### config.mk
export PLATFORM = sky130hd
export DESIGN_NAME = ddr_rd_arb
export DESIGN_NICKNAME = d
export VERILOG_FILES = /design/src/rtl/ddr_arb_pkg.sv /design/src/rtl/ddr_rd_arb_rr_pick3.sv /design/src/rtl/ddr_rd_arb.sv
export SDC_FILE = /design/constraint.sdc
export NUM_CORES = 1
export LEC_CHECK = 0
export ABC_CLOCK_PERIOD_IN_PS = 4900
export BUFFER_PORTS_ARGS = -buffer_cell sky130_fd_sc_hd__buf_2
export CELL_PAD_IN_SITES_DETAIL_PLACEMENT = 1
export CELL_PAD_IN_SITES_GLOBAL_PLACEMENT = 2
export CORE_AREA = 2 2 266 268
export DETAILED_ROUTE_END_ITERATION = 16
export DIE_AREA = 0 0 268 270
export PLACE_DENSITY_LB_ADDON = 0.25
export SKIP_LAST_GASP = 1
export SLEW_MARGIN = 0
export SYNTH_ARGS = -nofsm -noshare
export SYNTH_HDL_FRONTEND = slang
export SYNTH_SLANG_ARGS = --single-unit
### constraint.sdc
create_clock -name core_clk -period 4.9 [get_ports core_clk]
set_clock_uncertainty 0.15 [all_clocks]
set_input_delay 0.735 -clock core_clk [delete_from_list [all_inputs] [get_ports core_clk]]
set_output_delay 0.735 -clock core_clk [all_outputs]
set_load 0.01 [all_outputs]
### src/rtl/ddr_arb_pkg.sv
// ----------------------------------------------------------------------------
// ddr_arb_pkg
// Shared constants and types for the three-requester DDR read-address
// arbiter: requester count, grant/tag widths, outstanding-counter width and
// the two-state issue FSM encoding.
// ----------------------------------------------------------------------------
package ddr_arb_pkg;

    localparam int N_REQ      = 3;                    // number of requesters
    localparam int GRANT_W    = 2;                    // requester index width
    localparam int LOCAL_ID_W = 2;                    // requester-local tag width
    localparam int OUTST_W    = 3;                    // outstanding-burst counter width
    localparam int ID_W       = GRANT_W + LOCAL_ID_W; // DDR-side id width

    typedef enum logic {
        IDLE  = 1'b0,
        ISSUE = 1'b1
    } arb_state_t;

endpackage

### src/rtl/ddr_rd_arb_rr_pick3.sv
// ----------------------------------------------------------------------------
// rr_pick3
// Combinational round-robin picker for three requesters. The search starts
// at (last+1) mod 3 and returns the first eligible requester.
//   eligible[2:0] in  : per-requester eligibility
//   last[1:0]     in  : most recently granted requester
//   hit           out : at least one requester is eligible
//   grant[1:0]    out : selected requester (0 when hit=0)
// ----------------------------------------------------------------------------
module rr_pick3
    import ddr_arb_pkg::*;
(
    input  logic [N_REQ-1:0]   eligible,
    input  logic [GRANT_W-1:0] last,
    output logic               hit,
    output logic [GRANT_W-1:0] grant
);

    logic [GRANT_W-1:0] w_start;
    logic [GRANT_W:0]   w_idx;

    // last=3 never occurs in practice; it is folded onto requester 0 first.
    assign w_start = (last >= GRANT_W'(N_REQ - 1)) ? '0 : last + 1'b1;

    always_comb begin
        hit   = 1'b0;
        grant = '0;
        w_idx = '0;
        for (int off = 0; off < N_REQ; off++) begin
            w_idx = {1'b0, w_start} + (GRANT_W + 1)'(off);
            if (w_idx >= (GRANT_W + 1)'(N_REQ)) begin
                w_idx = w_idx - (GRANT_W + 1)'(N_REQ);
            end
            if (!hit && eligible[w_idx[GRANT_W-1:0]]) begin
                hit   = 1'b1;
                grant = w_idx[GRANT_W-1:0];
            end
        end
    end

endmodule

### src/rtl/ddr_rd_arb.sv
// ----------------------------------------------------------------------------
// ddr_rd_arb
// Read-channel arbiter placing three AXI-style read requesters onto one DDR
// controller read channel. Address requests are granted round-robin and
// issued one at a time; read beats are routed back to the requester encoded
// in the upper two bits of the returned id. Each requester is limited to
// MAX_OUTST bursts in flight.
//
// Ports
//   core_clk, resetn          : clock, asynchronous active-low reset
//   ddr_init_done             : grants are held off while low
//   req_ar*  (x3)             : requester address channels, slice i = req i
//   axi_ar*                   : address channel towards the DDR controller
//   axi_r*                    : read data from the DDR controller (no stall)
//   req_r*                    : registered read data to the requesters
//   err                       : one-cycle pulse on bad id or counter underflow
// ----------------------------------------------------------------------------
module ddr_rd_arb
    import ddr_arb_pkg::*;
#(
    parameter int CTRL_ADDR_WIDTH = 28,
    parameter int DATA_WIDTH      = 256,
    parameter int MAX_OUTST       = 4
)(
    input  logic                             core_clk,
    input  logic                             resetn,
    input  logic                             ddr_init_done,
    input  logic [N_REQ-1:0]                 req_arvalid,
    output logic [N_REQ-1:0]                 req_arready,
    input  logic [N_REQ*CTRL_ADDR_WIDTH-1:0] req_araddr,
    input  logic [N_REQ*4-1:0]               req_arlen,
    input  logic [N_REQ*LOCAL_ID_W-1:0]      req_arid,
    input  logic [N_REQ-1:0]                 req_aruser_ap,
    output logic                             axi_arvalid,
    input  logic                             axi_arready,
    output logic [CTRL_ADDR_WIDTH-1:0]       axi_araddr,
    output logic [3:0]                       axi_arlen,
    output logic [ID_W-1:0]                  axi_aruser_id,
    output logic                             axi_aruser_ap,
    input  logic                             axi_rvalid,
    input  logic [DATA_WIDTH-1:0]            axi_rdata,
    input  logic [ID_W-1:0]                  axi_rid,
    input  logic                             axi_rlast,
    output logic [N_REQ-1:0]                 req_rvalid,
    output logic [DATA_WIDTH-1:0]            req_rdata,
    output logic [LOCAL_ID_W-1:0]            req_rid,
    output logic                             req_rlast,
    output logic                             err
);

    localparam logic [OUTST_W-1:0] MAX_OUTST_C = OUTST_W'(MAX_OUTST);

    arb_state_t                 r_state;
    arb_state_t                 w_state_nxt;
    logic [GRANT_W-1:0]         r_last_grant;
    logic [GRANT_W-1:0]         r_grantee;
    logic [OUTST_W-1:0]         r_outst [N_REQ];
    logic [CTRL_ADDR_WIDTH-1:0] r_araddr;
    logic [3:0]                 r_arlen;
    logic [LOCAL_ID_W-1:0]      r_arid;
    logic                       r_ap;

    logic [N_REQ-1:0]           r_rvalid;
    logic [DATA_WIDTH-1:0]      r_rdata;
    logic [LOCAL_ID_W-1:0]      r_rid;
    logic                       r_rlast;
    logic                       r_err;

    logic [N_REQ-1:0]           w_elig;
    logic                       w_hit;
    logic [GRANT_W-1:0]         w_pick;
    logic                       w_grant_fire;
    logic                       w_addr_hs;
    logic [N_REQ-1:0]           w_inc;
    logic [N_REQ-1:0]           w_dec;
    logic                       w_underflow;
    logic [GRANT_W-1:0]         w_rk;
    logic                       w_bad_id;
    logic [CTRL_ADDR_WIDTH-1:0] w_sel_addr;
    logic [3:0]                 w_sel_len;
    logic [LOCAL_ID_W-1:0]      w_sel_id;
    logic                       w_sel_ap;

    // ------------------------------------------------------------------
    // Request selection
    // ------------------------------------------------------------------
    always_comb begin
        for (int i = 0; i < N_REQ; i++) begin
            w_elig[i] = req_arvalid[i] && (r_outst[i] < MAX_OUTST_C);
        end
    end

    rr_pick3 u_pick (
        .eligible (w_elig),
        .last     (r_last_grant),
        .hit      (w_hit),
        .grant    (w_pick)
    );

    always_comb begin
        w_sel_addr = '0;
        w_sel_len  = '0;
        w_sel_id   = '0;
        w_sel_ap   = 1'b0;
        for (int i = 0; i < N_REQ; i++) begin
            if (w_pick == GRANT_W'(i)) begin
                w_sel_addr = req_araddr[i*CTRL_ADDR_WIDTH +: CTRL_ADDR_WIDTH];
                w_sel_len  = req_arlen[i*4 +: 4];
                w_sel_id   = req_arid[i*LOCAL_ID_W +: LOCAL_ID_W];
                w_sel_ap   = req_aruser_ap[i];
            end
        end
    end

    // ------------------------------------------------------------------
    // Issue FSM
    // ------------------------------------------------------------------
    always_comb begin
        w_state_nxt  = r_state;
        w_grant_fire = 1'b0;
        w_addr_hs    = 1'b0;
        case (r_state)
            IDLE: begin
                // req_arready is combinational, so it is also masked by
                // resetn to stay quiet while reset is held.
                if (resetn && ddr_init_done && w_hit) begin
                    w_grant_fire = 1'b1;
                    w_state_nxt  = ISSUE;
                end
            end
            ISSUE: begin
                if (axi_arready) begin
                    w_addr_hs   = 1'b1;
                    w_state_nxt = IDLE;
                end
            end
            default: w_state_nxt = IDLE;
        endcase
    end

    always_ff @(posedge core_clk or negedge resetn) begin
        if (!resetn) begin
            r_state <= IDLE;
        end else begin
            r_state <= w_state_nxt;
        end
    end

    always_ff @(posedge core_clk or negedge resetn) begin
        if (!resetn) begin
            r_last_grant <= GRANT_W'(N_REQ - 1);
            r_grantee    <= '0;
            r_araddr     <= '0;
            r_arlen      <= '0;
            r_arid       <= '0;
            r_ap         <= 1'b0;
        end else if (w_grant_fire) begin
            r_last_grant <= w_pick;
            r_grantee    <= w_pick;
            r_araddr     <= w_sel_addr;
            r_arlen      <= w_sel_len;
            r_arid       <= w_sel_id;
            r_ap         <= w_sel_ap;
        end
    end

    assign req_arready   = w_grant_fire ? (N_REQ'(1) << w_pick) : '0;
    assign axi_arvalid   = (r_state == ISSUE);
    assign axi_araddr    = r_araddr;
    assign axi_arlen     = r_arlen;
    assign axi_aruser_id = {r_grantee, r_arid};
    assign axi_aruser_ap = r_ap;

    // ------------------------------------------------------------------
    // Outstanding-burst accounting
    // ------------------------------------------------------------------
    assign w_rk     = axi_rid[ID_W-1:LOCAL_ID_W];
    assign w_bad_id = (w_rk == GRANT_W'(N_REQ));

    always_comb begin
        w_underflow = 1'b0;
        for (int i = 0; i < N_REQ; i++) begin
            w_inc[i] = w_addr_hs && (r_grantee == GRANT_W'(i));
            w_dec[i] = axi_rvalid && axi_rlast && (w_rk == GRANT_W'(i));
            if (w_dec[i] && (r_outst[i] == '0)) begin
                w_underflow = 1'b1;
            end
        end
    end

    // A simultaneous issue and completion on one counter cancel out; a
    // completion against an empty counter leaves it at zero.
    always_ff @(posedge core_clk or negedge resetn) begin
        if (!resetn) begin
            for (int i = 0; i < N_REQ; i++) begin
                r_outst[i] <= '0;
            end
        end else begin
            for (int i = 0; i < N_REQ; i++) begin
                if (w_inc[i] && !w_dec[i]) begin
                    r_outst[i] <= r_outst[i] + 1'b1;
                end else if (w_dec[i] && !w_inc[i] && (r_outst[i] != '0)) begin
                    r_outst[i] <= r_outst[i] - 1'b1;
                end
            end
        end
    end

    // ------------------------------------------------------------------
    // Read-data return path (one register stage)
    // ------------------------------------------------------------------
    always_ff @(posedge core_clk or negedge resetn) begin
        if (!resetn) begin
            r_rvalid <= '0;
            r_rdata  <= '0;
            r_rid    <= '0;
            r_rlast  <= 1'b0;
            r_err    <= 1'b0;
        end else begin
            r_rvalid <= (axi_rvalid && !w_bad_id) ? (N_REQ'(1) << w_rk) : '0;
            r_rlast  <= axi_rvalid && axi_rlast && !w_bad_id;
            r_err    <= (axi_rvalid && w_bad_id) || w_underflow;
            if (axi_rvalid) begin
                r_rdata <= axi_rdata;
                r_rid   <= axi_rid[LOCAL_ID_W-1:0];
            end
        end
    end

    assign req_rvalid = r_rvalid;
    assign req_rdata  = r_rdata;
    assign req_rid    = r_rid;
    assign req_rlast  = r_rlast;
    assign err        = r_err;

endmodule

==> results of run 1 <==
[kinds of logic (layout without fill, tap and decap cells)]
| group | Yosys count | after routing | synth area share [%] |
|---|---|---|---|
| buffers and inverters | 56 | 763 | 2.59 |
| XOR/XNOR | 4 | 4 | 0.273 |
| AO/OA/AOI/OAI | 91 | 91 | 7.73 |
| multiplexers | 262 | 262 | 23.0 |
| flip-flops | 311 | 311 | 60.6 |
| other | 0 | 6 | 0 |
| adder cells (fa/ha/maj) | 3 | 3 | 0.467 |
| AND/OR/NAND/NOR | 135 | 135 | 5.41 |
[final timing paths]
| path | start | endpoint | slack, ns | cells past startpoint |
|---|---|---|---|---|
| hold / removal | resetn | req_rdata[205] | 0.04 | 1 |
| setup reg to reg | r_last_grant[0] | r_arid[1] | 2.44 | 6 |
| max in group asynchronous | resetn | req_rdata[124] | 2.74 | 3 |
| hold reg to reg | axi_araddr[27] | axi_araddr[27] | 0.33 | 2 |
| setup / recovery | r_last_grant[0] | req_arready[1] | 1.52 | 6 |
| min in group core_clk | axi_rdata[32] | req_rdata[32] | 0.27 | 2 |
[stage by stage]
stage | worst slack, ns | total power, mW | std cells
CTS | 1.42 | 8.34 | 2509
detailed placement | 1.70 | 5.33 | 2439
global placement | 1.70 | 5.29 | 2439
floorplan | 2.36 | 4.43 | 862
global route | 1.32 | 8.62 | 2515
finish | 1.52 | 8.12 | 2515
[cells in the final DEF, fill, tap and decap left out, drive strengths merged, types with 3 or more instances in the layout]
cell	n
o31ai	36
clkinv	5
diode	6
dfrtp	310
o21ai	6
a211oi	25
and3	25
a21o	3
inv	5
nor3	4
o22ai	10
mux2	261
buf	689
nand2	43
nor2	48
fa	3
xnor2	4
a21oi	3
clkbuf	63
[report_power, final]
part / total (mW) / switching [mW] / internal (mW)
logic: 1.99 / 1.10 / 0.886
clock network: 2.90 / 1.15 / 1.74
registers: 3.24 / 0.265 / 2.97
total: 8.12 / 2.52 / 5.60
[final cells by class]
type	instances	share of cell area, %
inverter	4	0.0810
multi-input combinational	495	25.6
clock inverter	7	0.405
sequential	311	42.0
antenna	6	0.0810
tap	940	6.35
timing repair buffer	689	18.9
clock buffer	63	6.53
[registers in the layout, indices dropped and copies added (netlist names)]
register	flops
req_rvalid	3
r_last_grant	2
req_rlast	1
axi_araddr	28
axi_arvalid	1
axi_aruser_ap	1
r_grantee	1
err	1
req_rdata	256
req_rid	2
r_arid	2
axi_arlen	4
r_outst	9
[per-layer routing]
metal,vias to the layer above,share of wire (%)
li1,4457,-
met4,14,2.3
met2,367,52
met1,4856,37
met5,-,0.21
met3,82,7.9
==> flow_summary.ini, run 1 <==
[yosys]
yosysTopAreaCell = dfrtp_1
async_flop_share_pct = 100
synth_seq_cells = 311
synthTopCellsByCount = dfrtp_1, mux2_2, nor2_1
synth_top_area_share_pct = 60.4
synthesis.area_sq_um = 12800
netlist_instances = 862
seq_area_frac_synth_pct = 60.6
synth.most_common_cell = dfrtp_1
synth_fp_nets = 1239
ys_warn_count = 0
synth_cell_types = 49
synth-edff-count = 0
ys_top_cells_by_area = dfrtp_1, mux2_2, o31ai_2
synth_ff_type = dfrtp_1
synth.avg_cell_area_sq_um = 14.9

[sta]
hold_violations = 0
finalSetupViolCount = 0
period_minus_slack_ns = 3.38
hold_slack_ns = 0.0364
timing.slew.headroom_pct = 34.6
fmax_mhz = 296
period_share_pct = 69.0
finalMaxSlewViolations = 0
tightest_slew_ns = 0.981
timing.setup.tns_ns = 0
rsz0062_at_grt = no

[global_routing]
use_met1_pct = 13.9
grt_max_degree = 119
grt_pass1_wl_um = 69600
antenna_found_initial = 17
grt.total_usage_pct = 12.8
grtUsageMet3_pct = 4.39
busiest_layer = met2
first_global_vias = 10500
grt_overflow = 0
use_met2_pct = 23.2

[finish]
fin_util_pct = 26.6
area_growth_pct = 44.2
final_area_sq_um = 18500
fin_nets = 1918
drive_gt1_share_pct = 68.8
seqCellArea_sq_um = 7780
multi_input_area_sq_um = 4740
fillers = 7855

[clock_network]
cts_setup_buffers = 0
clk_pin_slew_ns = 0.06
cts-buffers-inserted = 40
cts_sinks = 311
tritoncts = built
cts.path.max_buffers = 3
cts.repair.resized = 0
htree_num_levels = 2
clkLatencyLatePin_ns = 0.55
cts-root-buf = clkbuf_16
hold_buffers = 0

[placed_design]
postPlaceCellArea_sq_um = 17200
routabilityCongestion = 0.810
io_buffers = 677
hpwl_um = 37000

[route]
antenna_left = 0
first_iter_violations = 265
num_vias = 9776
vias_per_cell = 3.89
wl_per_cell_um = 19.1
routed_wl_um = 48100
drt-pass1-iter-count = 4
drc = 0

[critical_path]
crit_path_end_kind = output pin
required_ns = 4.01
path_cells = and2b_1 -> o21ai_4 -> buf_4 -> nand2_4 -> nor2_1 -> buf_2
critPathLaunchType = flop
worstPathArrival_ns = 2.49
worst-setup-path-type = reg2out
crit_buf_inv = 2
cp_max_fo = 36
cp_slowest_cell = dfrtp_1
cp_top_family = simple AND/OR/NAND/NOR gates
max_stage_delay_ns = 0.54

[floorplanning]
core-area_sq_um = 69500
die_w_um = 268
die_height_um = 270
rows = 97
initial_utilization_pct = 18.5
fp.dieArea_sq_um = 72400
num_io_pins = 678

[worst_hold_path]
hp-class = in2async

[pwr]
cellPowerDensity_nw_per_um2 = 438
ir_drop_v = 0.000169
p_leak_nw = 8.82

[run_status]
outcome = complete, no violations

[run]
cap_violations = 0
Power figures use the tool's default switching activity.
==> run 2: changes to the inputs <==
Settings changed: ABC_AREA from default to 1, ABC_CLOCK_PERIOD_IN_PS 4900 to 2900, CORE_AREA 2 2 266 268 to 2 2 261 263, DIE_AREA 0 0 268 270 to 0 0 263 265.
Clock period 4.9 ns to 2.9 ns, I/O delays scaled along.
==> run 2 against run 1 <==
- global-route usage increased by 3.6 points
- count of clock-buffer cells in the layout decreased by 1
- core utilization increased by 5.6 points
- flip-flop and latch count unchanged
- critical endpoint is now req_arready[0]
==> flow_summary.ini, run 2 <==
[yosys]
synth_ff_type = dfrtp_1
netlist_instances = 1585
synth.avg_cell_area_sq_um = 8.19
synth_top_area_share_pct = 59.8
seq_area_frac_synth_pct = 60.0
synth-edff-count = 0
yosysTopAreaCell = dfrtp_1
synthesis.area_sq_um = 13000
synth_cell_types = 34
ys_top_cells_by_area = dfrtp_1, nand2_1, nand3_1
ys_warn_count = 0
synth.most_common_cell = nand2_1
async_flop_share_pct = 100
synth_fp_nets = 1962
synth_seq_cells = 311
synthTopCellsByCount = nand2_1, dfrtp_1, nor2_1

[finish]
fin_nets = 2903
drive_gt1_share_pct = 31.6
final_common_cell = nand2_1
largest_register_ffs = 256
area_growth_pct = 65.8
fin_util_pct = 32.2
final_cell_mix = nand2_1, buf_2, dfrtp_1, dlygate4sd3_1, nor2_1

[critical_path]
worstPathArrival_ns = 2.26
cp_max_fo = 5
worst-setup-path-type = reg2out
timing.rr.start = r_last_grant[1]
critPathLaunchType = flop
crit_path_end_kind = output pin
crit_start = r_last_grant[1]
required_ns = 2.32

[sta]
rsz0062_at_grt = yes
fmax_mhz = 352
period_share_pct = 98.0
period_minus_slack_ns = 2.84
timing.slew.headroom_pct = 22.2
finalMaxSlewViolations = 0
setup_ws_ns = 0.0573
finalSetupViolCount = 0
hold_violations = 0
tightest_slew_ns = 1.17

[floorplanning]
num_io_pins = 678
die_w_um = 263
fp.dieArea_sq_um = 69700
rows = 95
die_height_um = 265
core-area_sq_um = 66800
initial_utilization_pct = 19.4

[route]
routed_wl_um = 58300
first_iter_violations = 520
drt-pass1-iter-count = 4
wl_per_cell_um = 17.0
drc = 0
num_vias = 13800
vias_per_cell = 4.01
antenna_left = 0

[global_routing]
grt.total_usage_pct = 16.3
grt_max_degree = 193
grt_overflow = 0
antenna_found_initial = 7
first_global_vias = 15300
grt_pass1_wl_um = 89500

[worst_hold_path]
hp-start = req_arlen[2]
hp-class = in2reg

[run]
cap_violations = 0

[clock_network]
cts-root-buf = clkbuf_16
cts.path.max_buffers = 3
htree_num_levels = 2
cts_sinks = 311
clkLatencyLatePin_ns = 0.56
cts-buffers-inserted = 42
tritoncts = built
clk_pin_slew_ns = 0.05

[run_status]
outcome = complete, no violations

[placed_design]
io_buffers = 677
routabilityCongestion = 0.808
dp_slack_ns = 0.466
hpwl_um = 41500

[pwr]
p_leak_nw = 11.9
ir_drop_v = 0.000395
cellPowerDensity_nw_per_um2 = 716
## run 2: cell types whose count changed in the layout (fill, tap and decap cells not counted), moves of 9 or more
cell | previous run | this run
a211oi_2 | 20 | 0
and3_1 | 25 | 1
buf_4 | 11 | 25
dlygate4sd3_1 | 0 | 267
inv_1 | 4 | 40
mux2_2 | 260 | 3
nand2_1 | 42 | 958
nand2_2 | 0 | 9
nand3_1 | 0 | 59
nor2_1 | 46 | 66
o31ai_2 | 33 | 0
## run 2: final timing paths
path	depth (start not counted)	slack, ns	to
min in group asynchronous	2	0.17	req_rdata[81]
max reg2reg	11	0.39	axi_araddr[27]
min	5	0.04	axi_arlen[2]
max in group asynchronous	3	1.31	axi_arlen[0]
max	9	0.06	req_arready[0]
min reg2reg	2	0.31	req_rdata[222]
## run 2: routing by layer
metal | vias to the layer above | wire length (um) | track usage [%] | share of wire [%]
li1 | 6679 | - | - | -
met3 | 100 | 4550 | 5.87 | 7.8
met2 | 423 | 29700 | 29.6 | 51
met4 | 6 | 1800 | 5.44 | 3.1
met1 | 6546 | 22200 | 17.6 | 38
met5 | - | 41 | 0 | 0.070
## run 2: stage by stage
stage               total power, mW  hold WS (ns)  TNS, ns  std cells  area [sq um]
floorplan                      8.09       -0.0106        0       1585         13000
global placement               9.74         0.169        0       3069         17300
detailed placement             9.84         0.164        0       3069         17300
CTS                            15.5       0.00229        0       3410         21300
global route                   16.5        0.0236   -0.126       3431         21500
finish                         15.4        0.0445        0       3431         21500
## run 2: cell families after synthesis
logic type                 after synthesis  share of synthesized area (%)
buffers and inverters                  125                           4.23
xor gates and xnor gates                 6                          0.405
muxes                                    3                          0.260
AOI/OAI and AO/OA                       15                          0.723
DFF                                    311                           60.0
and+or+nand+nor                       1122                           33.9
adders and majority gates                3                          0.463
## run 2: final cells by class
class,count,area (sq um)
Clock inverter,11,90.1
Tap cell,873,1090
Inverter,46,185
Sequential cell,311,7780
Clock buffer,62,1260
Fill cell,8110,45300
Multi-Input combinational cell,1149,4690
Timing Repair Buffer,976,6400
Antenna cell,3,7.51
## run 2: report_power, final
group | internal [mW] | total (mW) | leakage (nW) | switching, mW
logic | 1.98 | 4.89 | 7.48 | 2.91
clock network | 3.01 | 5.11 | 0.661 | 2.10
registers | 5.00 | 5.41 | 3.80 | 0.412
total | 9.99 | 15.4 | 11.9 | 5.42
## run 2: critical path, stage by stage, from the launching register on
cell and delay (ns):
dfstp_2 0.64, nor2_4 0.06, nand2_2 0.09, nand2_2 0.07, nor2_4 0.15, nand4_1 0.15, nand2_4 0.14, inv_4 0.05
nor3_4 0.18, buf_2 0.15
## run 2: repair_timing
item,4_1_cts,5_1_grt
setup buffers,1,18
gates resized for setup,2,14
endpoints found under the setup margin,2,3
endpoints found under the hold margin,318,0
pin swaps,0,14
hold buffers,267,0
